$ cat src/rtl/image_dma_loader_if.sv
// rtl/image_dma_loader_if.sv - control, stream and data-memory signals of the image DMA loader
//
// Groups every handshake/bus signal of image_dma_loader.
//   control : start, mode (0 = LOAD, 1 = DUMP), base, length -> busy, done, error
//   load    : in_data, in_valid -> in_ready
//   dump    : out_data, out_valid <- out_ready
//   memory  : mem_we_n (low = write), mem_a, mem_din, mem_b -> mem_dob
// Modports: slave is the DMA engine view, master is the host/memory side view.
interface image_dma_loader_if #(
   parameter int AW = 32
);
   logic          start;
   logic          mode;
   logic [AW-1:0] base;
   logic [AW-1:0] length;
   logic          busy;
   logic          done;
   logic          error;
   logic [7:0]    in_data;
   logic          in_valid;
   logic          in_ready;
   logic [7:0]    out_data;
   logic          out_valid;
   logic          out_ready;
   logic          mem_we_n;
   logic [AW-1:0] mem_a;
   logic [7:0]    mem_din;
   logic [AW-1:0] mem_b;
   logic [7:0]    mem_dob;

   modport slave (
      input  start, mode, base, length, in_data, in_valid, out_ready, mem_dob,
      output busy, done, error, in_ready, out_data, out_valid,
             mem_we_n, mem_a, mem_din, mem_b
   );

   modport master (
      output start, mode, base, length, in_data, in_valid, out_ready, mem_dob,
      input  busy, done, error, in_ready, out_data, out_valid,
             mem_we_n, mem_a, mem_din, mem_b
   );
endinterface

$ cat src/rtl/image_dma_loader.sv
// rtl/image_dma_loader.sv - byte-stream DMA between host link and data memory
//
// LOAD streams host bytes into memory through the A/Din/WE port; DUMP reads
// bytes through the B/Dob port and streams them out.
//   clk_i  : system clock, posedge logic
//   rst_ni : asynchronous active-low reset
//   bus    : image_dma_loader_if.slave (control, load/dump streams, memory ports)
// Every output is registered except in_ready, which decodes the state.
module image_dma_loader #(
   parameter int DEPTH = 64,
   parameter int AW    = 32
) (
   input  logic                clk_i,
   input  logic                rst_ni,
   image_dma_loader_if.slave   bus
);

   typedef enum logic [2:0] {
      S_IDLE,
      S_LOAD,
      S_DUMP_RD,
      S_DUMP_OUT,
      S_FINISH
   } state_t;

   state_t        state_q, state_d;
   logic [AW-1:0] addr_q, addr_d;
   logic [AW-1:0] count_q, count_d;
   logic          busy_q, busy_d;
   logic          done_q, done_d;
   logic          error_q, error_d;
   logic [7:0]    out_data_q, out_data_d;
   logic          out_valid_q, out_valid_d;
   logic          we_n_q, we_n_d;
   logic [AW-1:0] mem_a_q, mem_a_d;
   logic [7:0]    mem_din_q, mem_din_d;
   logic [AW-1:0] mem_b_q, mem_b_d;

   // One extra bit so base+length cannot wrap before the compare.
   logic [AW:0]   end_sum;
   logic          range_err;

   assign end_sum   = {1'b0, bus.base} + {1'b0, bus.length};
   assign range_err = end_sum > (AW+1)'(DEPTH);

   always_comb begin
      state_d     = state_q;
      addr_d      = addr_q;
      count_d     = count_q;
      error_d     = error_q;
      out_data_d  = out_data_q;
      out_valid_d = out_valid_q;
      we_n_d      = 1'b1;        // a write lasts exactly one cycle
      mem_a_d     = mem_a_q;
      mem_din_d   = mem_din_q;
      mem_b_d     = mem_b_q;

      case (state_q)
         S_IDLE: begin
            if (bus.start) begin
               error_d = 1'b0;
               addr_d  = bus.base;
               count_d = bus.length;
               if (bus.length == '0) begin
                  state_d = S_FINISH;
               end else if (range_err) begin
                  error_d = 1'b1;
                  state_d = S_FINISH;
               end else if (bus.mode) begin
                  // B is presented on entry so Dob is valid by the DUMP_RD exit edge.
                  mem_b_d = bus.base;
                  state_d = S_DUMP_RD;
               end else begin
                  state_d = S_LOAD;
               end
            end
         end
         S_LOAD: begin
            if (bus.in_valid) begin
               mem_a_d   = addr_q;
               mem_din_d = bus.in_data;
               we_n_d    = 1'b0;
               addr_d    = addr_q + AW'(1);
               count_d   = count_q - AW'(1);
               if (count_q == AW'(1)) begin
                  state_d = S_FINISH;
               end
            end
         end
         S_DUMP_RD: begin
            out_data_d  = bus.mem_dob;
            out_valid_d = 1'b1;
            state_d     = S_DUMP_OUT;
         end
         S_DUMP_OUT: begin
            if (bus.out_ready) begin
               out_valid_d = 1'b0;
               addr_d      = addr_q + AW'(1);
               count_d     = count_q - AW'(1);
               if (count_q == AW'(1)) begin
                  state_d = S_FINISH;
               end else begin
                  mem_b_d = addr_q + AW'(1);
                  state_d = S_DUMP_RD;
               end
            end
         end
         S_FINISH: begin
            state_d = S_IDLE;
         end
         default: begin
            state_d = S_IDLE;
         end
      endcase

      done_d = (state_d == S_FINISH);
      busy_d = (state_d != S_IDLE);
   end

   always_ff @(posedge clk_i or negedge rst_ni) begin
      if (!rst_ni) begin
         state_q     <= S_IDLE;
         addr_q      <= '0;
         count_q     <= '0;
         busy_q      <= 1'b0;
         done_q      <= 1'b0;
         error_q     <= 1'b0;
         out_data_q  <= 8'h00;
         out_valid_q <= 1'b0;
         we_n_q      <= 1'b1;
         mem_a_q     <= '0;
         mem_din_q   <= 8'h00;
         mem_b_q     <= '0;
      end else begin
         state_q     <= state_d;
         addr_q      <= addr_d;
         count_q     <= count_d;
         busy_q      <= busy_d;
         done_q      <= done_d;
         error_q     <= error_d;
         out_data_q  <= out_data_d;
         out_valid_q <= out_valid_d;
         we_n_q      <= we_n_d;
         mem_a_q     <= mem_a_d;
         mem_din_q   <= mem_din_d;
         mem_b_q     <= mem_b_d;
      end
   end

   assign bus.busy      = busy_q;
   assign bus.done      = done_q;
   assign bus.error     = error_q;
   assign bus.in_ready  = (state_q == S_LOAD);
   assign bus.out_data  = out_data_q;
   assign bus.out_valid = out_valid_q;
   assign bus.mem_we_n  = we_n_q;
   assign bus.mem_a     = mem_a_q;
   assign bus.mem_din   = mem_din_q;
   assign bus.mem_b     = mem_b_q;

endmodule
$ cat src/flat_wrapper.sv
// flat-port wrapper written by rule: the top's interface ports become plain ports
module image_dma_loader_flat 
#(
   parameter int DEPTH = 64,
   parameter int AW    = 32
)
  (clk_i, rst_ni, bus_start, bus_mode, bus_base, bus_length, bus_in_data, bus_in_valid, bus_out_ready, bus_mem_dob, bus_busy, bus_done, bus_error, bus_in_ready, bus_out_data, bus_out_valid, bus_mem_we_n, bus_mem_a, bus_mem_din, bus_mem_b);
  image_dma_loader_if #(.AW(AW)) bus_i ();
  input  logic clk_i;
  input  logic rst_ni;
  input wire logic [$bits(bus_i.start)-1:0] bus_start;
  input wire logic [$bits(bus_i.mode)-1:0] bus_mode;
  input wire logic [$bits(bus_i.base)-1:0] bus_base;
  input wire logic [$bits(bus_i.length)-1:0] bus_length;
  input wire logic [$bits(bus_i.in_data)-1:0] bus_in_data;
  input wire logic [$bits(bus_i.in_valid)-1:0] bus_in_valid;
  input wire logic [$bits(bus_i.out_ready)-1:0] bus_out_ready;
  input wire logic [$bits(bus_i.mem_dob)-1:0] bus_mem_dob;
  output wire logic [$bits(bus_i.busy)-1:0] bus_busy;
  output wire logic [$bits(bus_i.done)-1:0] bus_done;
  output wire logic [$bits(bus_i.error)-1:0] bus_error;
  output wire logic [$bits(bus_i.in_ready)-1:0] bus_in_ready;
  output wire logic [$bits(bus_i.out_data)-1:0] bus_out_data;
  output wire logic [$bits(bus_i.out_valid)-1:0] bus_out_valid;
  output wire logic [$bits(bus_i.mem_we_n)-1:0] bus_mem_we_n;
  output wire logic [$bits(bus_i.mem_a)-1:0] bus_mem_a;
  output wire logic [$bits(bus_i.mem_din)-1:0] bus_mem_din;
  output wire logic [$bits(bus_i.mem_b)-1:0] bus_mem_b;
  assign bus_i.start = bus_start;
  assign bus_i.mode = bus_mode;
  assign bus_i.base = bus_base;
  assign bus_i.length = bus_length;
  assign bus_i.in_data = bus_in_data;
  assign bus_i.in_valid = bus_in_valid;
  assign bus_i.out_ready = bus_out_ready;
  assign bus_i.mem_dob = bus_mem_dob;
  assign bus_busy = bus_i.busy;
  assign bus_done = bus_i.done;
  assign bus_error = bus_i.error;
  assign bus_in_ready = bus_i.in_ready;
  assign bus_out_data = bus_i.out_data;
  assign bus_out_valid = bus_i.out_valid;
  assign bus_mem_we_n = bus_i.mem_we_n;
  assign bus_mem_a = bus_i.mem_a;
  assign bus_mem_din = bus_i.mem_din;
  assign bus_mem_b = bus_i.mem_b;
  image_dma_loader #(.DEPTH(DEPTH), .AW(AW)) u_core (.clk_i(clk_i), .rst_ni(rst_ni), .bus(bus_i));
endmodule
$ cat config.mk
export PLATFORM = sky130hd
export DESIGN_NAME = image_dma_loader_flat
export DESIGN_NICKNAME = d
export VERILOG_FILES = /design/src/rtl/image_dma_loader_if.sv /design/src/rtl/image_dma_loader.sv /design/src/flat_wrapper.sv
export SDC_FILE = /design/constraint.sdc
export NUM_CORES = 1
export LEC_CHECK = 0
export BUFFER_PORTS_ARGS = -buffer_cell sky130_fd_sc_hd__buf_4
export CAP_MARGIN = 20
export CELL_PAD_IN_SITES_DETAIL_PLACEMENT = 0
export CELL_PAD_IN_SITES_GLOBAL_PLACEMENT = 1
export CORE_MARGIN = 2
export CORE_UTILIZATION = 46
export CTS_CLUSTER_SIZE = 25
export DETAILED_ROUTE_END_ITERATION = 8
export HOLD_SLACK_MARGIN = 0.02
export PLACE_DENSITY = 0.94
export SLEW_MARGIN = 15
export SYNTH_ARGS = -nofsm -noshare
export SYNTH_HDL_FRONTEND = slang
export SYNTH_SLANG_ARGS = --single-unit
export TNS_END_PERCENT = 100
$ cat constraint.sdc
create_clock -name clk_i -period 5.7 [get_ports clk_i]
set_input_delay 0.285 -clock clk_i [delete_from_list [all_inputs] [get_ports clk_i]]
set_output_delay 0.285 -clock clk_i [all_outputs]
set_load 0.03 [all_outputs]
Word-level counts from Yosys, hierarchy flattened. Cells that the tools add are included.

Equality and inequality tests: 12. Order comparisons: 1. Multiplexer cells: 30. Reduce and logical (&&, ||, !) cells: 11. $add $sub $neg: 3.

Operator list (count): $mux 32 (12); $pmux 32 s3 (2); $pmux 32 s2 (1); $add 32x32->33 (1); $gt 33x7->1 const B (1); $add 32x1->32 const B (1); $eq 32x1->1 const B (1); $logic_not 32->1 (1); $sub 32x1->32 const B (1); $mux 3 (7); $ne 2x2->1 const B (7); $pmux 3 s4 (1); $reduce_and 7->1 (1); $eq 3x2->1 const B (2); $reduce_and 2->1 (3); $reduce_bool 3->1 (2); $mux 1 (5); $reduce_and 4->1 (1); $reduce_bool 2->1 (2); $eq 3x1->1 const B (1); $eq 3x3->1 const B (1); $logic_not 3->1 (1); $mux 2 (1); $pmux 1 s2 (1).

Bits in registers: 152. Output and inout bits: 86. Input port bits: 86.

Logic depth before layout (Yosys ltp).
Depth in word-level cells: 7. Depth in mapped cells: 13.

Least setup slack after synthesis. OpenSTA, ideal clock, no wires.

Kind: input-to-reg. From: input port bus_length[0]. To: register u_core.mem_b_q[10], in the netlist u_core.bus.mem_b[10]. Setup slack: 2354 ps. Stages on the path: 13. Data arrival time: 3221 ps. Path through: ha_1 > fa_1 > a211oi_2 > o21ai_1 > a2bb2oi_1 > a2111oi_2 > or4_1 > nand4_1 > nor4b_1 > and3_4 > o31a_4 > buf_8 > mux2_4.

Cells in the longest elaborated chain, start to end: 4.

Ends and longest elaborated chain: from (decl) (RTL line flat_wrapper.sv:14) `input wire logic [$bits(bus_i.length)-1:0] bus_length;`; $add 32x32->33 (RTL line image_dma_loader.sv:43) `assign end_sum = {1'b0, bus.base} + {1'b0, bus.length};`; $gt 33x7->1 (RTL line image_dma_loader.sv:44) `assign range_err = end_sum > (AW+1)'(DEPTH);`; $ne 2x2->1 (no source line); $reduce_and 7->1 (no source line) *; to (signal assigned) (RTL line image_dma_loader.sv:146) `mem_b_q <= mem_b_d;`; to (decl) (RTL line image_dma_loader.sv:37) `logic [AW-1:0] mem_b_q, mem_b_d;`.

Every way passes the cells marked *; elsewhere a longest branch is shown, timed or not. A chain may end at the register's enable or synchronous reset.

Final worst setup path.
From: input port bus_length[0]. To: register u_core.mem_b_q[31], in the netlist u_core.bus.mem_b[31].

Same word-level chain as after synthesis.

==> results by group <==
Run status
  • Status: complete, no violations

Die
  • Die Wd: about 150 µm
  • Die Ht: 151.4 µm
  • Row Count: 53
  • Core Region: 0.02115 mm²
  • Die area: 0.02291 mm²
  • # IOs: between 150 and 200
  • Initial Utilization: a little under half

Critical path
  • Crit-path max FO: 32
  • Worst setup path start: bus_length[0]
  • Worst setup path endpoint: u_core.bus.mem_b[31]
  • Worst Reg2Reg Path Length in Cells: 10
  • CP required: 6010 ps
  • Crit. path cell count: 13
  • Critical-path top delay cell: o31a_4
  • Cell family with most CP delay: compound AO/OA/AOI/OAI gates
  • WP buf/inv: 1
  • Startpoint Class: primary input
  • FF-to-FF End: u_core.bus.mem_b[28]
  • Endpoint class of the critical path: flop
  • Critical path arrival: 4170 ps
  • Critical path type: primary input to flop
  • Cell breakdown of the critical path: buf_4, ha_1, fa_1, a211oi_2, nor2_1, o22ai_1, a31oi_1, o31ai_1, o2111ai_1, nor4_1, and3_4, o31a_4, mux2_2
  • CP max stage delay: around 600 ps
  • Worst R2R Setup Slack: 2330 ps
  • RR Startpoint: u_core.addr_q[0]

STA
  • Clk_skew: 11.15 ps
  • F_max: 0.2590 GHz
  • Headroom to the max-slew limit: 39.41%
  • Post-Route Setup TNS: 0 ps
  • Final hold violations: 0
  • Final worst-path cycle share: about two thirds
  • RSZ-0062 raised after global routing: false
  • Setup violators final: 0
  • Final critical-path required period: just under 4000 ps
  • Slew Viols, Final: 0
  • Worst Max-Slew Pin Slew: 908.8 ps

Routing
  • Vias per inst: 5.968
  • Iter 0 DRT Violations: 604
  • Residual DRC: 0
  • Drt wl/cell: a little under 20 µm
  • DR pass1 iterations: 5
  • Drt total wl: 29980 µm
  • Detail Route Antenna Nets: 0
  • Via count: between 9000 and 10000

Worst hold path
  • Worst hold stages: 2
  • Worst min-delay path class: primary input to flop

Pwr
  • Leak Pwr: 5.319 nW
  • Pwr Total: 0.003749 W
  • PD cells: 312.9 mW/mm²
  • Max rail drop VDD: 0.0002045 V

Synth
  • Area leader, netlist: dfrtp_1
  • Post-synth cell types: a little under 70
  • Synth top area cells: dfrtp_1, o21ai_0, mux2_2, a21oi_1, nand2_1
  • Mapped cell area: 0.009988 mm²
  • Top_reg_cell synth: dfrtp_1
  • Synthesized Nets: ~1300
  • Area share of the largest cell type after synthesis: 37.83%
  • Register area share after synthesis: between 30% and 40%
  • Ys Warns: 0
  • Synth Area per Inst: approximately 8.8 µm²
  • Asr flop ratio synth: 100.0%
  • Number of synthesized flops with an enable pin: 0
  • #FFs+latches synth: 152
  • Synth Instances: 1141

Job
  • Max capacitance violation total: 0

CTS
  • Resize count post-CTS: 0
  • Clock root cell: clkbuf_16
  • Clock Sinks: about 150
  • Clk pin slew, worst setup/hold paths: 70 ps
  • Clock Path Buffers: 2
  • Clock latency on the worst-skew pair: 430 ps
  • # H-tree levels: 4
  • CTS tree: built
  • CTS buffer count: 17

Placed design
  • Number of port buffers: 171
  • RD Place Congestion: about 0.9
  • Hpwl dp: around 22000 µm

Finish
  • Multi-input gate area in the final layout: 0.005824 mm²
  • Share of cells above drive strength 1: 24.34%
  • Fillers: about 1900
  • Antenna cells: 0
  • Layout area overhead: 19.95%
  • Nets: ~1400
  • Reg area: between 0.003 and 0.004 mm²

Global route
  • First-pass GRT wire length: around 48000 µm
  • Vias in the first global route: about 8900
  • Global Route Usage Sum: 26.85%
  • Initial antenna violation count: 0
  • Pin count of the biggest net entering global routing: between 90 and 100
  • Gr ovfl total: 0
[state kept, by name, summed over array words and instances, names as in the netlist]
register and count:
u_core.count_q 32, u_core.bus.error 1, u_core.bus.mem_a 32, u_core.bus.out_data 8, u_core.bus.out_valid 1, u_core.bus.mem_din 8
u_core.bus.busy 1, u_core.bus.mem_we_n 1, u_core.state_q 3, u_core.bus.mem_b 32, u_core.bus.done 1, u_core.addr_q 32
[cells in the final DEF (no fill, tap or decap), drive strengths merged, types with 6 or more instances in the layout]
cell / count
a211oi: 7
a21o: 11
a21oi: 107
a22oi: 13
a31oi: 13
and3: 14
buf: 179
clkbuf: 19
dfrtp: 151
ha: 35
inv: 26
mux2: 82
mux2i: 6
nand2: 125
nand3: 37
nand4: 20
nor2: 90
nor3: 37
nor4: 19
o211ai: 6
o21a: 11
o21ai: 133
o22ai: 13
or3: 10
xnor2: 20
xor2: 23
[layer usage]
| metal | track usage (%) | wire length (µm) | up-vias |
|---|---|---|---|
| met3 | 5.241 | 2239 | 43 |
| met4 | 8.178 | 662 | 0 |
| met1 | 36.98 | 13210 | 4474 |
| met5 | 0 | 0 | - |
| li1 | - | - | 4418 |
| met2 | 42.78 | 13870 | 357 |
[power breakdown]
part	internal (W)	total (W)	switching, W
Clock	0.000589	0.00111	0.000520
Sequential	0.00126	0.00147	0.000208
Combinational	0.000494	0.00117	0.000673
Total	0.00235	0.00375	0.00140
[worst register-to-register path: cells and delay by family, from the launching register on]
| kind | cells | cell delay (ps) |
|---|---|---|
| XOR/XNOR | 1 | 220 |
| flip-flops | 1 | 480 |
| adder cells (fa/ha/maj) | 1 | 280 |
| AND/OR/NAND/NOR | 6 | 1890 |
| multiplexers | 1 | 280 |
| AO/OA/AOI/OAI | 1 | 120 |
[cells by family (layout without fill, tap and decap cells)]
logic type / after synthesis / count (layout) / share of synthesized area (%)
DFF: 152 / 152 / 38.09
muxes: 88 / 88 / 10.97
AOI/OAI and AO/OA: 349 / 349 / 20.67
buffers and inverters: 91 / 232 / 3.833
and+or+nand+nor: 382 / 382 / 18.08
adders and majority gates: 36 / 36 / 4.585
xor gates and xnor gates: 43 / 43 / 3.771
[layout make-up]
type	instances	area share (%)
multi-input cells	898	48.61
flip-flops and latches	152	31.76
repair buffers	181	11.37
clock buffers	18	3.665
well taps	275	2.872
clock inverters	14	1.128
inverters	19	0.5952
[cell usage after synthesis (9+ instances only)]
master and count:
dfrtp_1 151, o21ai_0 132, nand2_1 125, a21oi_1 107
nor2_1 90, clkbuf_1 54, mux2_2 52, nand3_1 37
nor3_1 36, ha_1 35, mux2_4 30, xor2_1 23
nand4_1 20, xnor2_1 20, inv_1 19, nor4_1 19
a22oi_1 13, a31oi_1 13, and3_1 13, o22ai_1 13
a21o_1 11, o21a_1 11, or3_1 10, buf_1 9
[metrics by stage]
| stage | hold slack, ps | util [%] | instance area, µm² | std cells | worst slack, ps |
|---|---|---|---|---|---|
| floorplan | -10.59 | - | 9988 | 1141 | 2354 |
| global placement | 435.5 | 53.85 | 11390 | 1523 | 1598 |
| detailed placement | 452.8 | 53.85 | 11390 | 1523 | 1529 |
| CTS | 71.51 | 56.62 | 11980 | 1556 | 1921 |
| global route | 69.30 | 56.64 | 11980 | 1557 | 1729 |
| finish | 81.51 | 56.64 | 11980 | 1557 | 1839 |
[repair_timing]
action,4_1_cts,5_1_grt
buffers inserted,0,0
hold buffers,1,0
endpoints found under the hold margin,74,0
[how the worst min path moves through the flow]
stage | startpoint | endpoint
floorplan | rst_ni | u_core.addr_q[0]
global placement | rst_ni | u_core.count_q[1]
detailed placement | rst_ni | u_core.count_q[1]
CTS | bus_in_data[2] | u_core.bus.mem_din[2]
global route | bus_in_data[2] | u_core.bus.mem_din[2]
finish | bus_in_data[0] | u_core.bus.mem_din[0]
Power figures use the tool's default switching activity.
